==> config.mk <==
export PLATFORM = sky130hd
export DESIGN_NAME = commit_writeback_flat
export DESIGN_NICKNAME = d
export VERILOG_FILES = /design/src/rtl/commit_writeback_if.sv /design/src/rtl/commit_writeback.sv /design/src/flat_wrapper.sv
export SDC_FILE = /design/constraint.sdc
export NUM_CORES = 1
export LEC_CHECK = 0
export BUFFER_PORTS_ARGS = -buffer_cell sky130_fd_sc_hd__buf_2
export CAP_MARGIN = 20
export CORE_AREA = 5 5 153 155
export DETAILED_ROUTE_END_ITERATION = 16
export DIE_AREA = 0 0 158 160
export PLACE_DENSITY_LB_ADDON = 0.08
export SLEW_MARGIN = 0
export SYNTH_ARGS = -nofsm -noshare
export SYNTH_HDL_FRONTEND = slang
export SYNTH_SLANG_ARGS = --single-unit
export TNS_END_PERCENT = 30
==> constraint.sdc <==
create_clock -name i_clk -period 5.1 [get_ports i_clk]
set_clock_uncertainty 0.2 [all_clocks]
set_input_delay 0 -clock i_clk [delete_from_list [all_inputs] [get_ports i_clk]]
set_output_delay 0 -clock i_clk [all_outputs]
set_load 0.05 [all_outputs]
==> src/rtl/commit_writeback_if.sv <==
// Writeback/commit bundle: Mem-side instruction group in, register-file writes,
// redirect pulse and perf counters out. master = upstream pipeline, slave = commit stage.
interface commit_writeback_if #(
    parameter int LANES     = 2,
    parameter int XLEN      = 32,
    parameter int REG_IDX_W = 5
);
    localparam int CNT_W = $clog2(LANES + 1);

    logic [LANES-1:0]                 i_valid;
    logic [LANES-1:0][XLEN-1:0]       i_pc;
    logic [LANES-1:0]                 i_half;
    logic [LANES-1:0][REG_IDX_W-1:0]  i_rd_idx;
    logic [LANES-1:0][1:0]            i_rd_sel;
    logic [LANES-1:0]                 i_except_valid;
    logic [LANES-1:0][3:0]            i_except_code;
    logic [LANES-1:0][XLEN-1:0]       i_data;

    logic [LANES-1:0]                 o_wb_valid;
    logic [LANES-1:0][REG_IDX_W-1:0]  o_wb_idx;
    logic [LANES-1:0][XLEN-1:0]       o_wb_data;
    logic                             o_flush;
    logic                             o_pc_alter;
    logic [XLEN-1:0]                  o_pc;
    logic [CNT_W-1:0]                 o_retire_cnt;
    logic [63:0]                      o_cycle;
    logic [63:0]                      o_instret;

    modport master (
        output i_valid, i_pc, i_half, i_rd_idx, i_rd_sel, i_except_valid, i_except_code, i_data,
        input  o_wb_valid, o_wb_idx, o_wb_data, o_flush, o_pc_alter, o_pc, o_retire_cnt,
               o_cycle, o_instret
    );

    modport slave (
        input  i_valid, i_pc, i_half, i_rd_idx, i_rd_sel, i_except_valid, i_except_code, i_data,
        output o_wb_valid, o_wb_idx, o_wb_data, o_flush, o_pc_alter, o_pc, o_retire_cnt,
               o_cycle, o_instret
    );
endinterface

==> src/rtl/commit_writeback.sv <==
// Multi-lane commit stage: retires oldest survivors, resolves the oldest redirect, blanks
// FLUSH_SHADOW input cycles afterwards. Define COMMIT_PERF_CNT_EN for cycle/instret counters.

// Per-lane decode: redirect event, target and candidate register write.
module commit_lane #(
    parameter int         XLEN           = 32,
    parameter int         REG_IDX_W      = 5,
    parameter logic [3:0] EXCEPT_FLUSH   = 4'd14,
    parameter logic [3:0] EXCEPT_MISPRED = 4'd15
) (
    input  logic                 vld,
    input  logic [XLEN-1:0]      pc,
    input  logic                 half,
    input  logic [1:0]           rd_sel,
    input  logic [REG_IDX_W-1:0] rd_idx,
    input  logic                 exc_vld,
    input  logic [3:0]           exc_code,
    input  logic [XLEN-1:0]      data,
    output logic                 ev,
    output logic                 alter,
    output logic [XLEN-1:0]      tgt,
    output logic                 wr,
    output logic [XLEN-1:0]      wdata
);
    localparam logic [1:0] SEL_REG    = 2'd1;
    localparam logic [1:0] SEL_REG_PC = 2'd2;
    localparam logic [1:0] SEL_FLUSH  = 2'd3;

    logic [XLEN-1:0] link;
    logic            ev_fl;
    logic            ev_mp;

    always_comb begin
        link  = pc + (half ? XLEN'(2) : XLEN'(4));
        ev_fl = exc_vld && (exc_code == EXCEPT_FLUSH);
        ev_mp = exc_vld && (exc_code == EXCEPT_MISPRED);
        alter = ev_fl || ev_mp;
        ev    = vld && (alter || (rd_sel == SEL_FLUSH));
        tgt   = ev_mp ? data : link;
        wr    = vld && ((rd_sel == SEL_REG) || (rd_sel == SEL_REG_PC)) && (rd_idx != '0);
        wdata = (rd_sel == SEL_REG_PC) ? link : data;
    end
endmodule

module commit_writeback #(
    parameter int         LANES          = 2,
    parameter int         XLEN           = 32,
    parameter int         REG_IDX_W      = 5,
    parameter int         FLUSH_SHADOW   = 1,
    parameter logic [3:0] EXCEPT_FLUSH   = 4'd14,
    parameter logic [3:0] EXCEPT_MISPRED = 4'd15
) (
    input  logic               i_clk,
    input  logic               i_rst,
    commit_writeback_if.slave  bus
);
    localparam int CNT_W = $clog2(LANES + 1);
    localparam int SH_W  = $clog2(FLUSH_SHADOW + 1);

    logic [SH_W-1:0]                 shadow_q, shadow_d;
    logic                            live;
    logic [LANES-1:0]                lane_vld, lane_ev, lane_alter, lane_wr, retire, squash;
    logic [LANES-1:0][XLEN-1:0]      lane_tgt, lane_wdata;

    logic [LANES-1:0]                wb_valid_d, wb_valid_q;
    logic [LANES-1:0][REG_IDX_W-1:0] wb_idx_d, wb_idx_q;
    logic [LANES-1:0][XLEN-1:0]      wb_data_d, wb_data_q;
    logic                            flush_d, flush_q;
    logic                            pc_alter_d, pc_alter_q;
    logic [XLEN-1:0]                 pc_d, pc_q;
    logic [CNT_W-1:0]                retire_cnt_d, retire_cnt_q;

    assign live     = (shadow_q == '0);
    assign lane_vld = {LANES{live}} & bus.i_valid;

    for (genvar l = 0; l < LANES; l++) begin : g_lane
        commit_lane #(
            .XLEN(XLEN), .REG_IDX_W(REG_IDX_W),
            .EXCEPT_FLUSH(EXCEPT_FLUSH), .EXCEPT_MISPRED(EXCEPT_MISPRED)
        ) u_lane (
            .vld(lane_vld[l]), .pc(bus.i_pc[l]), .half(bus.i_half[l]),
            .rd_sel(bus.i_rd_sel[l]), .rd_idx(bus.i_rd_idx[l]),
            .exc_vld(bus.i_except_valid[l]), .exc_code(bus.i_except_code[l]),
            .data(bus.i_data[l]),
            .ev(lane_ev[l]), .alter(lane_alter[l]), .tgt(lane_tgt[l]),
            .wr(lane_wr[l]), .wdata(lane_wdata[l])
        );
    end

    always_comb begin
        flush_d      = 1'b0;
        pc_alter_d   = 1'b0;
        pc_d         = '0;
        retire       = '0;
        squash       = '0;
        retire_cnt_d = '0;
        wb_valid_d   = '0;
        wb_idx_d     = '0;
        wb_data_d    = '0;

        // Lanes retire oldest-first up to and including the first redirect event.
        for (int l = 0; l < LANES; l++) begin
            if (lane_vld[l] && !flush_d) begin
                retire[l]    = 1'b1;
                retire_cnt_d = retire_cnt_d + CNT_W'(1);
                if (lane_ev[l]) begin
                    flush_d    = 1'b1;
                    pc_alter_d = lane_alter[l];
                    pc_d       = lane_alter[l] ? lane_tgt[l] : '0;
                end
            end
        end

        // A younger retiring write to the same register wins.
        for (int l = 0; l < LANES; l++) begin
            for (int j = 0; j < LANES; j++) begin
                if ((j > l) && retire[j] && lane_wr[j] && (bus.i_rd_idx[j] == bus.i_rd_idx[l]))
                    squash[l] = 1'b1;
            end
            wb_valid_d[l] = retire[l] && lane_wr[l] && !squash[l];
            if (wb_valid_d[l]) begin
                wb_idx_d[l]  = bus.i_rd_idx[l];
                wb_data_d[l] = lane_wdata[l];
            end
        end

        if (!live)
            shadow_d = shadow_q - SH_W'(1);
        else if (flush_d)
            shadow_d = SH_W'(FLUSH_SHADOW);
        else
            shadow_d = '0;
    end

    always_ff @(posedge i_clk or posedge i_rst) begin
        if (i_rst) begin
            shadow_q     <= '0;
            wb_valid_q   <= '0;
            wb_idx_q     <= '0;
            wb_data_q    <= '0;
            flush_q      <= 1'b0;
            pc_alter_q   <= 1'b0;
            pc_q         <= '0;
            retire_cnt_q <= '0;
        end else begin
            shadow_q     <= shadow_d;
            wb_valid_q   <= wb_valid_d;
            wb_idx_q     <= wb_idx_d;
            wb_data_q    <= wb_data_d;
            flush_q      <= flush_d;
            pc_alter_q   <= pc_alter_d;
            pc_q         <= pc_d;
            retire_cnt_q <= retire_cnt_d;
        end
    end

    assign bus.o_wb_valid   = wb_valid_q;
    assign bus.o_wb_idx     = wb_idx_q;
    assign bus.o_wb_data    = wb_data_q;
    assign bus.o_flush      = flush_q;
    assign bus.o_pc_alter   = pc_alter_q;
    assign bus.o_pc         = pc_q;
    assign bus.o_retire_cnt = retire_cnt_q;

`ifdef COMMIT_PERF_CNT_EN
    logic [63:0] cycle_q, cycle_d, instret_q, instret_d;

    always_comb begin
        cycle_d   = cycle_q + 64'd1;
        instret_d = instret_q + 64'(retire_cnt_d);
    end

    always_ff @(posedge i_clk or posedge i_rst) begin
        if (i_rst) begin
            cycle_q   <= '0;
            instret_q <= '0;
        end else begin
            cycle_q   <= cycle_d;
            instret_q <= instret_d;
        end
    end

    assign bus.o_cycle   = cycle_q;
    assign bus.o_instret = instret_q;
`else
    assign bus.o_cycle   = '0;
    assign bus.o_instret = '0;
`endif
endmodule

==> src/flat_wrapper.sv <==
// flat-port wrapper written by rule: the top's interface ports become plain ports
module commit_writeback_flat 
#(
    parameter int         LANES          = 2,
    parameter int         XLEN           = 32,
    parameter int         REG_IDX_W      = 5,
    parameter int         FLUSH_SHADOW   = 1,
    parameter logic [3:0] EXCEPT_FLUSH   = 4'd14,
    parameter logic [3:0] EXCEPT_MISPRED = 4'd15
)
  (i_clk, i_rst, bus_i_valid, bus_i_pc, bus_i_half, bus_i_rd_idx, bus_i_rd_sel, bus_i_except_valid, bus_i_except_code, bus_i_data, bus_o_wb_valid, bus_o_wb_idx, bus_o_wb_data, bus_o_flush, bus_o_pc_alter, bus_o_pc, bus_o_retire_cnt, bus_o_cycle, bus_o_instret);
  commit_writeback_if #(.LANES(LANES), .XLEN(XLEN), .REG_IDX_W(REG_IDX_W)) bus_i ();
  input  logic i_clk;
  input  logic i_rst;
  input wire logic [$bits(bus_i.i_valid)-1:0] bus_i_valid;
  input wire logic [$bits(bus_i.i_pc)-1:0] bus_i_pc;
  input wire logic [$bits(bus_i.i_half)-1:0] bus_i_half;
  input wire logic [$bits(bus_i.i_rd_idx)-1:0] bus_i_rd_idx;
  input wire logic [$bits(bus_i.i_rd_sel)-1:0] bus_i_rd_sel;
  input wire logic [$bits(bus_i.i_except_valid)-1:0] bus_i_except_valid;
  input wire logic [$bits(bus_i.i_except_code)-1:0] bus_i_except_code;
  input wire logic [$bits(bus_i.i_data)-1:0] bus_i_data;
  output wire logic [$bits(bus_i.o_wb_valid)-1:0] bus_o_wb_valid;
  output wire logic [$bits(bus_i.o_wb_idx)-1:0] bus_o_wb_idx;
  output wire logic [$bits(bus_i.o_wb_data)-1:0] bus_o_wb_data;
  output wire logic [$bits(bus_i.o_flush)-1:0] bus_o_flush;
  output wire logic [$bits(bus_i.o_pc_alter)-1:0] bus_o_pc_alter;
  output wire logic [$bits(bus_i.o_pc)-1:0] bus_o_pc;
  output wire logic [$bits(bus_i.o_retire_cnt)-1:0] bus_o_retire_cnt;
  output wire logic [$bits(bus_i.o_cycle)-1:0] bus_o_cycle;
  output wire logic [$bits(bus_i.o_instret)-1:0] bus_o_instret;
  assign bus_i.i_valid = bus_i_valid;
  assign bus_i.i_pc = bus_i_pc;
  assign bus_i.i_half = bus_i_half;
  assign bus_i.i_rd_idx = bus_i_rd_idx;
  assign bus_i.i_rd_sel = bus_i_rd_sel;
  assign bus_i.i_except_valid = bus_i_except_valid;
  assign bus_i.i_except_code = bus_i_except_code;
  assign bus_i.i_data = bus_i_data;
  assign bus_o_wb_valid = bus_i.o_wb_valid;
  assign bus_o_wb_idx = bus_i.o_wb_idx;
  assign bus_o_wb_data = bus_i.o_wb_data;
  assign bus_o_flush = bus_i.o_flush;
  assign bus_o_pc_alter = bus_i.o_pc_alter;
  assign bus_o_pc = bus_i.o_pc;
  assign bus_o_retire_cnt = bus_i.o_retire_cnt;
  assign bus_o_cycle = bus_i.o_cycle;
  assign bus_o_instret = bus_i.o_instret;
  commit_writeback #(.LANES(LANES), .XLEN(XLEN), .REG_IDX_W(REG_IDX_W), .FLUSH_SHADOW(FLUSH_SHADOW), .EXCEPT_FLUSH(EXCEPT_FLUSH), .EXCEPT_MISPRED(EXCEPT_MISPRED)) u_core (.i_clk(i_clk), .i_rst(i_rst), .bus(bus_i));
endmodule
==> reports/qor.txt <==
status = complete, but fails checks
violated checks = hold timing
GRT Overall Usage = 23.0%
GPL Wtd Cong = 0.864
gr ovfl total = 0
cell taking the most area after synthesis = dfrtp_1
Initial Util = 35.3%
crit end category = flip-flop
sequential fraction of the synthesis area = 36.9%
Area Overhead vs Synth = 49.8%
Max-Cap Viols = 0
Slew @ Worst Pin = 1110 ps
worst-path cell chain = dlygate4sd3_1 -> buf_2 -> ha_1 -> fa_1 -> nand4_1 -> nor4_1 -> nand2_1 -> o21ai_0 -> dlygate4sd3_1 -> o22ai_1 -> dlygate4sd3_1
I/O Buffers = 269
worst-skew pair later-pin latency = 410 ps
Peak VDD IR = 0.000171 V
vias in the first global route = 7,911
WP depth = 11
drt pass-1 iters = 5
WP data arrival = 3920 ps
Switch Pwr = 1.06 mW
RSZ-0062 raised after global routing = no
Unique masters post-synth = 63
DR WL/cell = 18.5 µm
top-area cell type share of the netlist area = 36.9%
count leader, synth = buf_4
clock power share = 40.6%
FF-to-FF Start = u_core.shadow_q
Setup WS pre-CTS = 2110 ps
DR DRC count = 0
dpl hpwl = 22,600 µm
Final Hold Fails = 1
setup_tns = 0 ps
crit-path max cell delay = 910 ps
row cnt = 54
Mapped Area = 0.00767 mm²
Mapped Cells = 877
Num CTS Buffers = 17
first-pass GRT wire length = 45,100 µm
Comb power frac = 28.6%
CP most frequent cell = dlygate4sd3_1
Setup crit start = bus_i_pc[33]
Hold Crit Class = in2reg
leakage power = 5.90 nW
ys flop type = dfrtp_1
sequential share of power = 30.9%
Worst R2R Setup Slack = 1690 ps
switching share of power = 34.4%
Synth area leaders = dfrtp_1 (37%), buf_4 (13%), o21ai_0 (4.3%), nor2_1 (3.9%), a211oi_1 (3.5%)
Int Power = 2.02 mW
H-tree levels = 4
crit path to = u_core.bus.o_pc[19]
final worst setup slack = 1260 ps
critical path required time = 5190 ps
ratio of cells with drive above 1 in the final layout = 24.5%
CP Launch Type = input port
synthesized area per cell = 8.74 µm²
fraction of registers with async set or reset after synthesis = 100%
clock period minus worst slack = 3840 ps
largest net degree at the start of global routing = 67
slowest CP cell = nor4_1
CTS Sinks = 113
top post-synthesis cells by count = buf_4 (130), dfrtp_1 (113), nor2_1 (79)
buffer and inverter count on the worst path = 4
Multi-input gate area = 0.00402 mm²
remaining antenna violation count after routing = 0
# IOs = 398
Storage cell area = 0.00283 mm²
core area = 0.0217 mm²
Antenna diodes = 0
Synth Register Bits = 113
Fillers = 2,088
Hold Slack = -10.0 ps
fmax = 261 MHz
Crit Reg-Reg Endpoint = u_core.bus.o_wb_data[15]
clock-pin transition on the worst setup and hold timing paths = 50 ps
total number of vias = 7,914
CP Class = in2reg
yosys warns = 0
delay-heaviest family, CP = buffers and inverters
die footprint = 0.0253 mm²
post-layout util = 52.9%
Via density = 4.86
initial antenna violation count = 0
Post-Route WL = 30,100 µm
Max clock buf depth = 2
Final setup viols = 0
r2r worst-path depth = 8
Die W = 158 µm
EDFF count, synth = 0
initial drt markers = 463
P per Cell Area = 269 mW/mm²
Tcrit/Tclk final = 75.2%
CTS tree = done
CTS root buf = clkbuf_16
Slew Viols, Final = 0
Slew HR = 24.9%
Nets = 1,506
CP max FO = 8
Die Span Y = 160 µm
==> power groups by stage <==
stage	registers, mW	clock network, mW	logic (mW)
after global routing	0.955	1.31	0.937
after floorplan	1.12	0	0.462
after CTS	0.952	1.27	0.876
after global placement	0.968	0	0.743
after detailed placement	0.968	0	0.749
final	0.952	1.25	0.882
==> what timing repair did <==
action                                 4_1_cts  5_1_grt
hold buffers                               205        0
endpoints found under the hold margin      176        0
setup buffers                                0        0
resized for setup                            0        0
==> cell type report <==
class | count | share of cell area, %
clock buffer | 20 | 3.89
clock inverter | 11 | 1.42
inverter | 44 | 1.46
multi-input combinational | 677 | 35.0
sequential | 113 | 24.6
tap | 280 | 3.05
timing repair buffer | 484 | 30.5
==> tightest hold or removal path, cell delays in order <==
cell and delay [ps]:
buf_2 120, xor2_1 90, o221ai_1 270, nand2b_1 70
==> worst min path at each step <==
| stage | from | endpoint | cells after the start |
|---|---|---|---|
| floorplan | bus_i_rd_idx[0] | u_core.bus.o_wb_idx[0] | 2 |
| global placement | i_rst | u_core.bus.o_wb_idx[5] | 2 |
| detailed placement | i_rst | u_core.bus.o_wb_idx[5] | 2 |
| CTS | bus_i_pc[10] | u_core.bus.o_pc[12] | 6 |
| global route | bus_i_pc[11] | u_core.bus.o_pc[11] | 4 |
| finish | bus_i_pc[11] | u_core.bus.o_pc[11] | 4 |
==> layout by cell type (no fill, tap or decap), types with 4 or more instances in the layout <==
| cell type | instances |
|---|---|
| xor2_1 | 19 |
| inv_1 | 43 |
| a311oi_1 | 5 |
| o32ai_1 | 6 |
| and3_1 | 11 |
| nand4_1 | 20 |
| o21ai_0 | 66 |
| o31ai_1 | 4 |
| nor3_1 | 23 |
| and4_1 | 10 |
| and2_1 | 8 |
| or2_2 | 5 |
| clkbuf_16 | 17 |
| and3b_1 | 4 |
| buf_4 | 8 |
| nand2b_1 | 22 |
| a21oi_1 | 24 |
| clkinv_2 | 4 |
| conb_1 | 128 |
| xnor2_1 | 24 |
| a31oi_1 | 12 |
| nor2b_1 | 8 |
| a221oi_1 | 7 |
| nand2_1 | 40 |
| nand3_1 | 15 |
| o21a_1 | 6 |
| nor3b_1 | 4 |
| dlygate4sd3_1 | 205 |
| bufinv_16 | 4 |
| a211o_1 | 4 |
| ha_1 | 7 |
| buf_2 | 269 |
| nor4_1 | 17 |
| o221ai_1 | 8 |
| dfrtp_1 | 113 |
| mux2i_1 | 17 |
| a211oi_1 | 36 |
| nor2_1 | 79 |
==> sequential cells by signal, indices dropped and copies added (netlist names) <==
signal,flops
u_core.bus.o_retire_cnt,2
u_core.bus.o_wb_valid,2
u_core.bus.o_wb_data,64
u_core.shadow_q,1
u_core.bus.o_wb_idx,10
u_core.bus.o_pc,32
u_core.bus.o_pc_alter,1
u_core.bus.o_flush,1
==> cell families after synthesis <==
kind of cell | Yosys count | synth area share (%)
AND/OR/NAND/NOR | 279 | 19.7
AO/OA/AOI/OAI | 199 | 17.1
adder cells (fa/ha/maj) | 11 | 1.99
XOR/XNOR | 43 | 4.91
multiplexers | 17 | 2.22
flip-flops | 113 | 36.9
other | 1 | 0.0489
buffers and inverters | 214 | 17.2
==> layer usage <==
| metal | routed length (µm) | track usage [%] | vias up |
|---|---|---|---|
| met3 | 2090 | 3.73 | 39 |
| met1 | 13100 | 31.2 | 3756 |
| met2 | 14200 | 37.8 | 352 |
| met5 | 0 | 0 | - |
| li1 | - | - | 3767 |
| met4 | 650 | 6.40 | 0 |
==> metrics by stage <==
step / cell area, µm² / power, mW / std cells
after floorplan: 8140 / 1.58 / 1004
after global placement: 8770 / 1.71 / 1391
after detailed placement: 8800 / 1.72 / 1392
after CTS: 11500 / 3.10 / 1628
after global routing: 11500 / 3.21 / 1629
final: 11500 / 3.09 / 1629
Power figures use the tool's default switching activity.
